<file path="src/rtl/game_clk_gen.sv">
// game_clk_gen
// Divides the system clock into a 50%-duty game clock and a one-cycle tick
// strobe that coincides with each rising edge of the game clock.
// Rate r selects a half-period of (BASE_HALF << r) system clock cycles.
// A new rate is only adopted at a half-period boundary, so no half-period
// is ever truncated or stretched.
//
// Ports
//   clk       in   system clock, rising edge
//   rst       in   synchronous active-high reset
//   clk_rate  in   requested rate, adopted at the next half-period boundary
//   pause     in   freezes counter and outputs while high
//   restart   in   restarts phase at the beginning of a low half-period
//   clk_game  out  divided square wave (registered)
//   tick      out  one-cycle pulse on each clk_game rising edge (registered)
//   tick_cnt  out  number of ticks since reset, wraps silently
//   rate_cur  out  rate currently in effect
//   paused    out  registered pause state
module game_clk_gen #(
    parameter int unsigned CNT_W     = 32,
    parameter int unsigned BASE_HALF = 12_500_000,
    parameter int unsigned RATE_W    = 2,
    parameter int unsigned RATE_RST  = 2,
    parameter int unsigned TICK_W    = 16
) (
    input  logic              clk,
    input  logic              rst,
    input  logic [RATE_W-1:0] clk_rate,
    input  logic              pause,
    input  logic              restart,
    output logic              clk_game,
    output logic              tick,
    output logic [TICK_W-1:0] tick_cnt,
    output logic [RATE_W-1:0] rate_cur,
    output logic              paused
);

    // Longest half-period, evaluated wide so an overflow of CNT_W is visible.
    localparam logic [63:0] HP_MAX = 64'(BASE_HALF) << ((2 ** RATE_W) - 1);

    if (BASE_HALF < 1) begin : g_bad_base
        $fatal(1, "game_clk_gen: BASE_HALF must be at least 1");
    end

    if ((HP_MAX >> CNT_W) != 64'd0) begin : g_bad_width
        $fatal(1, "game_clk_gen: slowest half-period does not fit in CNT_W bits");
    end

    logic [CNT_W-1:0] cnt;
    logic [CNT_W-1:0] hp_m1;
    logic             at_boundary;

    // Barrel shift of the base half-period; no multiplier needed.
    assign hp_m1       = (CNT_W'(BASE_HALF) << rate_cur) - CNT_W'(1);
    assign at_boundary = (cnt == hp_m1);

    always_ff @(posedge clk) begin
        if (rst) begin
            cnt      <= '0;
            clk_game <= 1'b0;
            tick     <= 1'b0;
            tick_cnt <= '0;
            rate_cur <= RATE_W'(RATE_RST);
            paused   <= 1'b0;
        end else if (restart) begin
            cnt      <= '0;
            clk_game <= 1'b0;
            tick     <= 1'b0;
            rate_cur <= clk_rate;
            paused   <= pause;
        end else if (pause) begin
            // Pause time is simply inserted into the current half-period.
            tick     <= 1'b0;
            paused   <= 1'b1;
        end else begin
            paused <= 1'b0;
            if (at_boundary) begin
                cnt      <= '0;
                clk_game <= ~clk_game;
                rate_cur <= clk_rate;
                tick     <= ~clk_game;
                if (!clk_game) begin
                    tick_cnt <= tick_cnt + TICK_W'(1);
                end
            end else begin
                cnt  <= cnt + CNT_W'(1);
                tick <= 1'b0;
            end
        end
    end

endmodule

</file>
<file path="config.mk">
export PLATFORM = sky130hd
export DESIGN_NAME = game_clk_gen
export DESIGN_NICKNAME = d
export VERILOG_FILES = /design/src/rtl/game_clk_gen.sv
export SDC_FILE = /design/constraint.sdc
export NUM_CORES = 1
export LEC_CHECK = 0
export BUFFER_PORTS_ARGS = -buffer_cell sky130_fd_sc_hd__buf_2
export CORE_MARGIN = 4
export CORE_UTILIZATION = 35
export DETAILED_ROUTE_END_ITERATION = 8
export PLACE_DENSITY = 0.63
export SYNTH_ARGS = -nofsm -noshare
export SYNTH_HDL_FRONTEND = slang
export SYNTH_SLANG_ARGS = --single-unit
export TNS_END_PERCENT = 5
</file>
<file path="constraint.sdc">
create_clock -name clk -period 3.37 [get_ports clk]
set_input_delay 0.674 -clock clk [delete_from_list [all_inputs] [get_ports clk]]
set_output_delay 0.674 -clock clk [all_outputs]
set_load 0.02 [all_outputs]
</file>
# ---- Yosys cells after proc, flatten, opt, wreduce, memory -nomap -nowiden
# Cells that the tools add are included.
# Widths: inputs -> output; s select.
dict set report word_totals {
  ff_bits 53
  input_bits 6
  out_inout_bits 21
  elab_cells 28
}
dict set report classes {
  n_addsub 3
  eq_ne 2
  n_shift 1
  muxes 6
  n_bitwise 4
  n_reduce_logical 6
}
# op count
set op_table {}
lappend op_table {{$add 32x1->32 const B} 1}
lappend op_table {{$eq 32x32->1} 1}
lappend op_table {{$mux 32} 1}
lappend op_table {{$shl 24x2->32 const A} 1}
lappend op_table {{$sub 32x1->32 const B} 1}
lappend op_table {{$add 16x1->16 const B} 1}
lappend op_table {{$mux 2} 3}
lappend op_table {{$not 1->1} 4}
lappend op_table {{$reduce_and 2->1} 2}
lappend op_table {{$reduce_and 4->1} 1}
lappend op_table {{$reduce_or 4->1} 1}
lappend op_table {{$mux 1} 2}
lappend op_table {{$ne 2x1->1 const B} 1}
lappend op_table {{$reduce_bool 2->1} 1}
lappend op_table {{$reduce_or 2->1} 1}

# ---- Longest topological paths before layout
# Gate-level depths: netlist (run 1).
dict set report depth {
  depth_word 6
  depth_mapped 12
  ltp_nobuf 9
}

# ---- Worst setup path after synthesis (run 1)
# No wires, ideal clock.
dict set report synth_timing {
  path_type {register to register}
  start {register rate_cur[1]}
  end {register cnt[10]}
  setup_ns 0.117
  arrival_time_ns 2.444
  t_required_ns 3.253
  slack_ns 0.809
  stages_incl_launch_ff 13
  n_path_buf 3
  synth_period_minus_slack_ns 2.561
  cell_sequence {dfxtp_1 -> clkbuf_1 -> nor2_1 -> inv_1 -> ha_1 -> xor2_1 -> o2111ai_1 -> nor4_4 -> and4_1 -> or3_1 -> buf_2 -> buf_2 -> nor2_1}
}
dict set report synth_between {
  elab_chain_len 4
}
# item line
set synth_rtl {}
lappend synth_rtl {{from (decl)} 34} ;# output logic [RATE_W-1:0] rate_cur,
lappend synth_rtl {{from (signal assigned)} 63} ;# rate_cur <= RATE_W'(RATE_RST);
lappend synth_rtl {{from (signal assigned)} 69} ;# rate_cur <= clk_rate;
lappend synth_rtl {{from (signal assigned)} 80} ;# rate_cur <= clk_rate;
lappend synth_rtl {{$shl 24x2->32} 54} ;# assign hp_m1 = (CNT_W'(BASE_HALF) << rate_cur) - CNT_W'(1);
lappend synth_rtl {{$sub 32x1->32} 54}
lappend synth_rtl {{$eq 32x32->1} 55} ;# assign at_boundary = (cnt == hp_m1);
lappend synth_rtl {{$mux 32} 77} ;# if (at_boundary) begin
lappend synth_rtl {{to (signal assigned)} 86} ;# cnt <= cnt + CNT_W'(1);
lappend synth_rtl {{to (decl)} 49} ;# logic [CNT_W-1:0] cnt;
# No other way between the ends.
# A chain may end at the register's enable or synchronous reset.

# ---- Final worst setup path (run 1)
dict set report layout_timing {
  start {register rate_cur[0]}
  end {register tick_cnt[7]}
}
dict set report layout_between {
  elab_chain_len 4
}
# item line
set layout_rtl {}
lappend layout_rtl {{$shl 24x2->32} 54}
lappend layout_rtl {{$sub 32x1->32} 54}
lappend layout_rtl {{$eq 32x32->1} 55}
lappend layout_rtl {{$reduce_and 4->1 (no line)} -}
lappend layout_rtl {{to (signal assigned)} 83} ;# tick_cnt <= tick_cnt + TICK_W'(1);
lappend layout_rtl {{to (decl)} 33} ;# output logic [TICK_W-1:0] tick_cnt,
# No other way between the ends.

==> results.tsv, run 1 <==
stage	metric	value	unit
yosys	post-synthesis simple-gate area fraction	32.8	%
routing	post-DR vias/cell	5.06	
clock_tree	clk_lat worst skew	0.30	ns
global_route	first-pass GRT wire length	9.52	mm
critical_path	CP max-delay cell	dfxtp_1	
critical_path	worst reg-to-reg path cell count	8	
yosys	mux cell area share after synthesis	0.378	%
yosys	Seq cells post-synth	53	
job	Max Cap Violations	0	
routing	drt pass-1 iters	4	
layout	Nets	346	
floorplan	IO Pins	27	
yosys	syn_area_per_cell	8.43	um2
yosys	syn nets	323	
sta	Setup TNS	0	ns
yosys	Most used DFF post-synth	dfxtp_1	
global_route	largest net degree at the start of global routing	33	
routing	Top Layer Used	met4	
yosys	most common cell in the netlist	dfxtp_1	
clock_tree	CTS Hold Bufs	0	
placement	port buffer count	26	
critical_path	CP Capture Type	flip-flop	
status	status	finished clean	
yosys	Post-Synth XOR/XNOR Area	11.6	%
routing	DR vias	2212	
layout	proportion of layout cells with a drive suffix above 1	12.7	%
routing	Detailed Route Iter0 Violations	85	
hold_path	Hold Crit Depth	2	
yosys	top post-synthesis cells by area	dfxtp_1 (40%), nor2_1 (6.1%), xnor2_1 (6.0%)	
floorplan	FP Rows	31	
clock_tree	CTS resizes	0	
clock_tree	CTS H-Tree Depth	2	
critical_path	Worst Setup SP	rate_cur[0]$_SDFFE_PP0P_	
critical_path	FF-to-FF setup slack	0.46	ns
sta	Slew headroom	65.1	%
critical_path	worst path required time	3.61	ns
floorplan	full die area	9020	um2
hold_path	Worst Hold End	tick_cnt[11]$_SDFFE_PP0P_	
sta	Final Critical Period	2.91	ns
floorplan	Die Width	95.0	um
hold_path	Hold Path Origin	tick_cnt[11]$_SDFFE_PP0P_	
power_and_ir_drop	PD cells	359	nW/um2
critical_path	CP max FO	17	
clock_tree	clk root buf	clkbuf_8	
global_route	Tot GR Track Use	13.1	%
routing	final wirelength	5.65	mm
global_route	vias in the first global route	1968	
routing	DR WL met3	198	um
sta	Fmax	344	MHz
yosys	Synth Area in Compound Gates	9.98	%
critical_path	worst path cell trace	nand2b_1 > ha_1 > xor2_1 > o2111ai_1 > nor4_4 > nand4_2 > or3_1 > a21oi_1	
clock_tree	total CTS buffers	5	
global_route	initial antenna violation count	0	
routing	met2 WL	2.57	mm
power_and_ir_drop	Leak	1.06	nW
critical_path	Crit Reg-Reg Startpoint	rate_cur[0]$_SDFFE_PP0P_	
routing	drt wl/cell	12.9	um
routing	ANT nets after route	0	
yosys	Synth area leader	dfxtp_1	
critical_path	CP delay by family, top	simple AND/OR/NAND/NOR gates	
yosys	EDFF count, synth	0	
yosys	synth warn	0	
sta	Slew @ Worst Pin	0.523	ns
yosys	Cell variety after synth	44	
critical_path	CP Launch Type	flip-flop	
critical_path	critical path buffer and inverter count	0	
floorplan	Initial Util	36.3	%
floorplan	Die Y	95.0	um
clock_tree	Post-CTS Setup Inserts	0	
critical_path	Setup CP Type	reg2reg	
sta	final number of hold-violating endpoints	0	
sta	Final Setup Violations	0	
sta	fin. max-slew vios	0	
yosys	Adder-Cell Fraction of Synth Area	1.42	%
sta	final period utilization	86.3	%
hold_path	min-delay worst type	reg2reg	
routing	met1 WL	2.82	mm
yosys	Synth top area share	40.1	%
global_route	Remaining Overflow, GRT	0	
layout	P&R area growth vs syn	12.0	%
critical_path	crit path DAT	3.15	ns
sta	unrepaired setup endpoints after global routing	false	
critical_path	endpoint of the worst register-to-register path	tick_cnt[7]$_SDFFE_PP0P_	
yosys	Mapped Cells	314	
yosys	main combinational cell family by area after synthesis	simple AND/OR/NAND/NOR gates	
clock_tree	clk slew on worst S/H paths	0.10	ns
layout	ant diodes	0	
yosys	synthesized area	2650	um2
yosys	share of synthesized registers carrying an async set or reset	0	%
clock_tree	Clock Sinks	53	
clock_tree	CTS tree	yes	
placement	DP HPWL	4.08	mm
clock_tree	CTS max path bufs	2	
power_and_ir_drop	largest vdd supply drop	0.150	mV
floorplan	Core ar.	7290	um2
critical_path	CP max stage delay	0.66	ns
yosys	leading cell types by count after synthesis	dfxtp_1 (53), nor2_1 (43), nand2_1 (23)	
yosys	sequential share of the synthesized area	40.1	%
sta	Setup Skew	0.00782	ns
routing	DRC Markers	0	
placement	routability cong.	0.874	
power_and_ir_drop	total power draw	1.06	mW
metrics by stage:
step	hold slack, ns	util (%)	setup WS (ns)	cell area (um2)	std cells
floorplan	0.470	-	0.809	2650	314
detailed placement	0.491	39.2	0.544	2860	429
finish	0.504	40.6	0.461	2960	437
global placement	0.481	39.2	0.632	2860	429
CTS	0.508	40.6	0.515	2960	437
global route	0.549	40.6	0.110	2960	437
registers in the layout, indices dropped and copies added, names as in the netlist:
register / flops
clk_game: 1
tick_cnt: 16
tick: 1
rate_cur: 2
paused: 1
cnt: 32
cells by family after synthesis:
kind of cell / after synthesis
AOI/OAI and AO/OA: 44
xor gates and xnor gates: 35
adders and majority gates: 3
buffers and inverters: 24
DFF: 53
muxes: 1
and+or+nand+nor: 154
worst max-delay path by stage:
stage | end | slack (ns) | depth (start not counted)
final | tick_cnt[7]$_SDFFE_PP0P_ | 0.46 | 8
after floorplan | cnt[10]$_SDFFE_PP0N_ | 0.81 | 12
after global placement | tick_cnt[6]$_SDFFE_PP0P_ | 0.63 | 8
after global routing | tick_cnt[9]$_SDFFE_PP0P_ | 0.11 | 8
after detailed placement | tick_cnt[4]$_SDFFE_PP0P_ | 0.54 | 8
after CTS | tick_cnt[9]$_SDFFE_PP0P_ | 0.52 | 8
where the power goes:
part           total [mW]  leakage, nW  internal (mW)  switching (mW)
Clock               0.390       0.0542          0.186           0.204
Sequential          0.635        0.428          0.629         0.00668
Combinational      0.0381        0.577         0.0137          0.0244
Total                1.06         1.06          0.828           0.235
layer usage:
layer	up-vias	GRT usage, %
met1	1038	18.5
met2	28	20.4
li1	1140	-
met4	0	3.61
met3	6	2.47
met5	-	0
placed cells by master (no fill, tap or decap), types with 11 or more instances in the layout:
cell type / n
a21oi_1: 16
buf_2: 26
dfxtp_1: 53
inv_1: 12
nand2_1: 23
nand3_1: 11
nor2_1: 43
o21ai_0: 14
xnor2_1: 18
xor2_1: 17
tightest hold or removal path, delay by kind of cell, from the launching register on:
family / cells / cell delay (ns)
compound gates: 2 / 0.13
flops: 1 / 0.34
final cells by class:
class	instances	area, um2
clock buffers	7	96.3
clock inverters	1	5.00
multi-input cells	237	1490
fillers	768	4330
flip-flops and latches	53	1060
inverters	12	45.0
repair buffers	28	145
well taps	99	124
Power figures use the tool's default switching activity.
==> run 2, diff against run 1 <==
Settings changed: BUFFER_PORTS_ARGS -buffer_cell sky130_fd_sc_hd__buf_2 to -buffer_cell sky130_fd_sc_hd__buf_4.
==> results.tsv, run 2 (synthesis results as in run 1) <==
stage	metric	value	unit	change
sta	Setup Skew	0.00757	ns	was 0.00782 ns
hold_path	min-delay worst type	reg2reg		unchanged
sta	Final Critical Period	2.86	ns	was 2.91 ns
layout	max reg flops	32		unchanged
power_and_ir_drop	total power draw	1.04	mW	was 1.06 mW
placement	routability cong.	0.822		was 0.874
critical_path	CP max FO	17		unchanged
sta	Fmax	350	MHz	was 344 MHz
sta	setup ws final	0.509	ns	was 0.461 ns
critical_path	CP max-delay cell	dfxtp_1		unchanged
clock_tree	total CTS buffers	5		unchanged
sta	Slew headroom	65.8	%	was 65.1%
critical_path	Worst Setup SP	rate_cur[0]$_SDFFE_PP0P_		unchanged
clock_tree	clk slew on worst S/H paths	0.09	ns	was 0.10 ns
floorplan	Initial Util	36.3	%	unchanged
sta	final number of hold-violating endpoints	0		unchanged
critical_path	CP max stage delay	0.65	ns	was 0.66 ns
clock_tree	CTS max path bufs	2		unchanged
critical_path	worst setup path end	tick_cnt[7]$_SDFFE_PP0P_		unchanged
floorplan	IO Pins	27		unchanged
clock_tree	CTS Hold Bufs	0		unchanged
clock_tree	clk_lat worst skew	0.31	ns	was 0.30 ns
clock_tree	CTS resizes	0		unchanged
floorplan	Die Width	95.0	um	unchanged
job	Max Cap Violations	0		unchanged
placement	port buffer count	26		unchanged
power_and_ir_drop	largest vdd supply drop	0.150	mV	about the same
critical_path	worst path required time	3.61	ns	about the same
layout	Largest regs	cnt (32), tick_cnt (16), rate_cur (2)		unchanged
critical_path	FF-to-FF setup slack	0.51	ns	was 0.46 ns
global_route	Tot GR Track Use	13.9	%	was 13.1%
layout	fillers	786		was 768
critical_path	endpoint of the worst register-to-register path	tick_cnt[7]$_SDFFE_PP0P_		unchanged
sta	Final Setup Violations	0		unchanged
clock_tree	CTS tree	yes		unchanged
routing	drt wl/cell	12.9	um	about the same
floorplan	full die area	9020	um2	unchanged
power_and_ir_drop	Leak	1.05	nW	was 1.06 nW
global_route	first-pass GRT wire length	10.0	mm	was 9.52 mm
clock_tree	CTS H-Tree Depth	2		unchanged
sta	final period utilization	84.9	%	was 86.3%
critical_path	CP Launch Type	flip-flop		unchanged
routing	DRC Markers	0		unchanged
sta	Setup TNS	0	ns	unchanged
layout	proportion of layout cells with a drive suffix above 1	12.2	%	was 12.7%
placement	pre-CTS WS	0.529	ns	was 0.544 ns
routing	ANT nets after route	0		unchanged
layout	ant diodes	0		unchanged
routing	DR vias	2227		was 2212
layout	P&R area growth vs syn	13.9	%	was 12.0%
routing	Detailed Route Iter0 Violations	101		was 85
sta	unrepaired setup endpoints after global routing	false		unchanged
layout	Largest Register	cnt		unchanged
sta	fin. max-slew vios	0		unchanged
placement	DP HPWL	4.08	mm	about the same
global_route	largest net degree at the start of global routing	33		unchanged
critical_path	worst reg-to-reg path cell count	8		unchanged
critical_path	Crit Reg-Reg Startpoint	rate_cur[0]$_SDFFE_PP0P_		unchanged
global_route	vias in the first global route	2127		was 1968
critical_path	CP Capture Type	flip-flop		unchanged
power_and_ir_drop	PD cells	344	nW/um2	was 359 nW/um2
sta	WHS	0.504	ns	about the same
critical_path	crit path DAT	3.10	ns	was 3.15 ns
clock_tree	clk root buf	clkbuf_8		unchanged
status	status	finished clean		unchanged
routing	final wirelength	5.63	mm	was 5.65 mm
global_route	Remaining Overflow, GRT	0		unchanged
floorplan	Core ar.	7290	um2	unchanged
layout	commonest non-fill, non-tap cell in the layout	dfxtp_1		unchanged
critical_path	Setup CP Type	reg2reg		unchanged
floorplan	FP Rows	31		unchanged
sta	Slew @ Worst Pin	0.513	ns	was 0.523 ns
layout	Nets	346		unchanged
routing	drt pass-1 iters	4		unchanged
layout	most frequent cells in the layout	dfxtp_1 (53), nor2_1 (43), buf_4 (28)		was dfxtp_1 (53), nor2_1 (43), buf_2 (26)
floorplan	Die Y	95.0	um	unchanged
clock_tree	Post-CTS Setup Inserts	0		unchanged
critical_path	worst path cell trace	nand2b_1 > ha_1 > xor2_1 > o2111ai_1 > nor4_4 > nand4_2 > or3_1 > a21oi_1		unchanged
clock_tree	Clock Sinks	53		unchanged
global_route	initial antenna violation count	0		unchanged
routing	post-DR vias/cell	5.11		was 5.06
[run 2: changes by cell type in the layout (fill, tap and decap cells not counted), sizes merged]
cell    before  now
clkinv       1    0
[run 2: final cells by class]
| cell class | instances | area (um2) | share of cell area (%) |
|---|---|---|---|
| multi-input combinational | 237 | 1490 | 49.3 |
| sequential | 53 | 1060 | 35.2 |
| timing repair buffer | 28 | 210 | 6.98 |
| tap | 99 | 124 | 4.11 |
| clock buffer | 7 | 86.3 | 2.87 |
| inverter | 12 | 45.0 | 1.50 |
[run 2: metrics by stage]
stage / instances / area (um2) / util [%]
6_report: 436 / 3010 / 41.3
3_3_place_gp: 429 / 2930 / 40.1
2_1_floorplan: 314 / 2650 / -
5_1_grt: 436 / 3010 / 41.3
4_1_cts: 436 / 3010 / 41.3
3_5_place_dp: 429 / 2930 / 40.1
[run 2: metal layers]
| metal | up-vias | track usage, % | part of all wire (%) |
|---|---|---|---|
| li1 | 1145 | - | - |
| met3 | 7 | 2.79 | 2.7 |
| met2 | 25 | 20.8 | 46 |
| met1 | 1050 | 20.0 | 50 |
| met5 | - | 0 | 0 |
| met4 | 0 | 3.97 | 1.4 |
[run 2: power breakdown]
group,internal (mW),leakage [nW],switching [mW]
clock,0.163,0.0443,0.197
sequential,0.629,0.428,0.00651
combinational,0.0164,0.580,0.0240
[run 2: worst min path at each step]
stage,end,startpoint,cells past startpoint
3_3_place_gp,tick_cnt[11]$_SDFFE_PP0P_,tick_cnt[11]$_SDFFE_PP0P_,2
5_1_grt,tick_cnt[1]$_SDFFE_PP0P_,tick_cnt[1]$_SDFFE_PP0P_,2
4_1_cts,tick_cnt[6]$_SDFFE_PP0P_,tick_cnt[6]$_SDFFE_PP0P_,2
3_5_place_dp,tick_cnt[6]$_SDFFE_PP0P_,tick_cnt[6]$_SDFFE_PP0P_,2
6_report,tick_cnt[6]$_SDFFE_PP0P_,tick_cnt[6]$_SDFFE_PP0P_,2
2_1_floorplan,cnt[31]$_SDFFE_PP0N_,cnt[31]$_SDFFE_PP0N_,2
[run 2: worst max-delay path, delay by kind of cell (launching register included)]
kind / cells / cell delay [ns]
compound gates: 2 / 0.35
xor+xnor: 1 / 0.14
fa+ha+maj: 1 / 0.32
flops: 1 / 0.65
simple gates: 4 / 1.34
==> run 3, diff against run 2 <==
Clock period 3.37 ns to 2.99 ns, I/O delays scaled along.
==> results.tsv, run 3 (synthesis results as in run 1) <==
stage	metric	value	unit	change
floorplan	Die Y	95.0	um	unchanged
sta	Final Critical Period	2.70	ns	was 2.86 ns
layout	most frequent cells in the layout	dfxtp_1 (53), nor2_1 (43), buf_4 (30)		was dfxtp_1 (53), nor2_1 (43), buf_4 (28)
layout	commonest non-fill, non-tap cell in the layout	dfxtp_1		unchanged
sta	fin. max-slew vios	0		unchanged
clock_tree	CTS resizes	0		unchanged
sta	Setup Skew	0.0104	ns	was 0.00757 ns
routing	Detailed Route Iter0 Violations	146		was 101
sta	Setup TNS	0	ns	unchanged
clock_tree	total CTS buffers	5		unchanged
clock_tree	CTS Hold Bufs	0		unchanged
floorplan	full die area	9020	um2	unchanged
routing	drt wl/cell	13.0	um	was 12.9 um
clock_tree	CTS max path bufs	2		unchanged
power_and_ir_drop	PD cells	438	nW/um2	was 344 nW/um2
critical_path	Setup CP Type	reg2reg		unchanged
routing	final wirelength	5.70	mm	was 5.63 mm
placement	DP HPWL	4.13	mm	was 4.08 mm
job	Max Cap Violations	0		unchanged
layout	P&R area growth vs syn	16.4	%	was 13.9%
floorplan	IO Pins	27		unchanged
power_and_ir_drop	switching pwr	0.281	mW	was 0.228 mW
clock_tree	CTS H-Tree Depth	2		unchanged
clock_tree	clk root buf	clkbuf_8		unchanged
critical_path	crit path DAT	2.94	ns	was 3.10 ns
layout	max reg flops	32		unchanged
critical_path	worst reg-to-reg path cell count	9		was 8
critical_path	CP max FO	17		unchanged
sta	unrepaired setup endpoints after global routing	false		unchanged
routing	DRC Markers	0		unchanged
floorplan	FP Rows	31		unchanged
power_and_ir_drop	power share of the combinational group	3.9	%	about the same
sta	Slew headroom	71.3	%	was 65.8%
routing	post-DR vias/cell	5.05		was 5.11
routing	drt pass-1 iters	4		unchanged
sta	Fmax	370	MHz	was 350 MHz
hold_path	Hold Path Origin	restart		was tick_cnt[6]$_SDFFE_PP0P_
routing	DR vias	2218		was 2227
placement	routability cong.	0.846		was 0.822
hold_path	Hold Crit Depth	2		unchanged
power_and_ir_drop	Leak	1.09	nW	was 1.05 nW
critical_path	worst path required time	3.23	ns	was 3.61 ns
clock_tree	clk_lat worst skew	0.31	ns	about the same
critical_path	CP Capture Type	flip-flop		unchanged
critical_path	Worst Setup SP	rate_cur[0]$_SDFFE_PP0P_		unchanged
hold_path	min-delay worst type	in2reg		was reg2reg
global_route	first-pass GRT wire length	9.64	mm	was 10.0 mm
power_and_ir_drop	Clock power frac	43.2	%	was 34.8%
status	status	finished clean		unchanged
layout	proportion of layout cells with a drive suffix above 1	13.2	%	was 12.2%
clock_tree	Clock Sinks	53		unchanged
power_and_ir_drop	internal power	1.07	mW	was 0.808 mW
power_and_ir_drop	switch share	20.9	%	was 22.0%
layout	Largest Register	cnt		unchanged
floorplan	Die Width	95.0	um	unchanged
layout	post-route cell area	3080	um2	was 3010 um2
global_route	initial antenna violation count	0		unchanged
global_route	Tot GR Track Use	13.4	%	was 13.9%
sta	Final Setup Violations	0		unchanged
placement	DP Area	2940	um2	was 2930 um2
floorplan	Core ar.	7290	um2	unchanged
routing	ANT nets after route	0		unchanged
layout	Nets	348		was 346
sta	final period utilization	90.3	%	was 84.9%
global_route	vias in the first global route	2031		was 2127
critical_path	Crit Reg-Reg Startpoint	rate_cur[0]$_SDFFE_PP0P_		unchanged
layout	Largest regs	cnt (32), tick_cnt (16), rate_cur (2)		unchanged
sta	Slew @ Worst Pin	0.425	ns	was 0.513 ns
clock_tree	Post-CTS Setup Inserts	0		unchanged
power_and_ir_drop	Seq pwr share	52.9	%	was 61.3%
clock_tree	CTS tree	yes		unchanged
power_and_ir_drop	largest vdd supply drop	0.261	mV	was 0.150 mV
placement	port buffer count	26		unchanged
global_route	Remaining Overflow, GRT	0		unchanged
critical_path	CP Launch Type	flip-flop		unchanged
sta	final number of hold-violating endpoints	0		unchanged
floorplan	Initial Util	36.3	%	unchanged
layout	ant diodes	0		unchanged
global_route	largest net degree at the start of global routing	33		unchanged
clock_tree	clk slew on worst S/H paths	0.10	ns	was 0.09 ns
==> run 3: metal layers <==
layer | wire length [um] | part of all wire, % | track usage (%)
met1 | 2960 | 52 | 19.2
met2 | 2470 | 43 | 19.8
met3 | 169 | 3.0 | 2.47
met4 | 94 | 1.6 | 5.05
met5 | 0 | 0 | 0
==> run 3: worst max-delay path, cell delays in order, from the launching register on <==
cell and delay (ns):
dfxtp_1 0.39, nor2_1 0.22, inv_1 0.07, ha_1 0.30, xor2_1 0.13, o2111ai_1 0.18, nor4_4 0.36, nand4_2 0.37
or3_1 0.46, a21oi_1 0.15
==> run 3: cell type report <==
class,count,area [um2]
sequential,53,1060
multi-input combinational,237,1490
fill,738,4210
clock buffer,5,68.8
inverter,12,45.0
clock inverter,3,68.8
tap,99,124
timing repair buffer,30,225
==> run 3: power by group through the flow <==
stage | logic (mW) | registers, mW | clock network (mW)
2_1_floorplan | 0.0309 | 0.731 | 0
3_3_place_gp | 0.0524 | 0.728 | 0
3_5_place_dp | 0.0528 | 0.729 | 0
4_1_cts | 0.0528 | 0.712 | 0.599
5_1_grt | 0.0577 | 0.713 | 0.632
6_report | 0.0524 | 0.712 | 0.583
==> run 3: worst paths after layout <==
check	endpoint	slack [ns]
max	tick_cnt[4]$_SDFFE_PP0P_	0.29
min reg2reg	tick_cnt[1]$_SDFFE_PP0P_	0.51
min	clk_game$_SDFFE_PP0P_	0.50
max reg2reg	tick_cnt[4]$_SDFFE_PP0P_	0.29
==> run 3: per-stage QoR <==
step / power (mW) / hold WS [ns] / cells / util, % / worst slack, ns
2_1_floorplan: 0.762 / 0.470 / 314 / - / 0.429
3_3_place_gp: 0.781 / 0.486 / 431 / 40.3 / 0.404
3_5_place_dp: 0.781 / 0.492 / 431 / 40.3 / 0.330
4_1_cts: 1.36 / 0.496 / 439 / 42.2 / 0.280
5_1_grt: 1.40 / 0.504 / 439 / 42.2 / 0.0304
6_report: 1.35 / 0.496 / 439 / 42.2 / 0.290
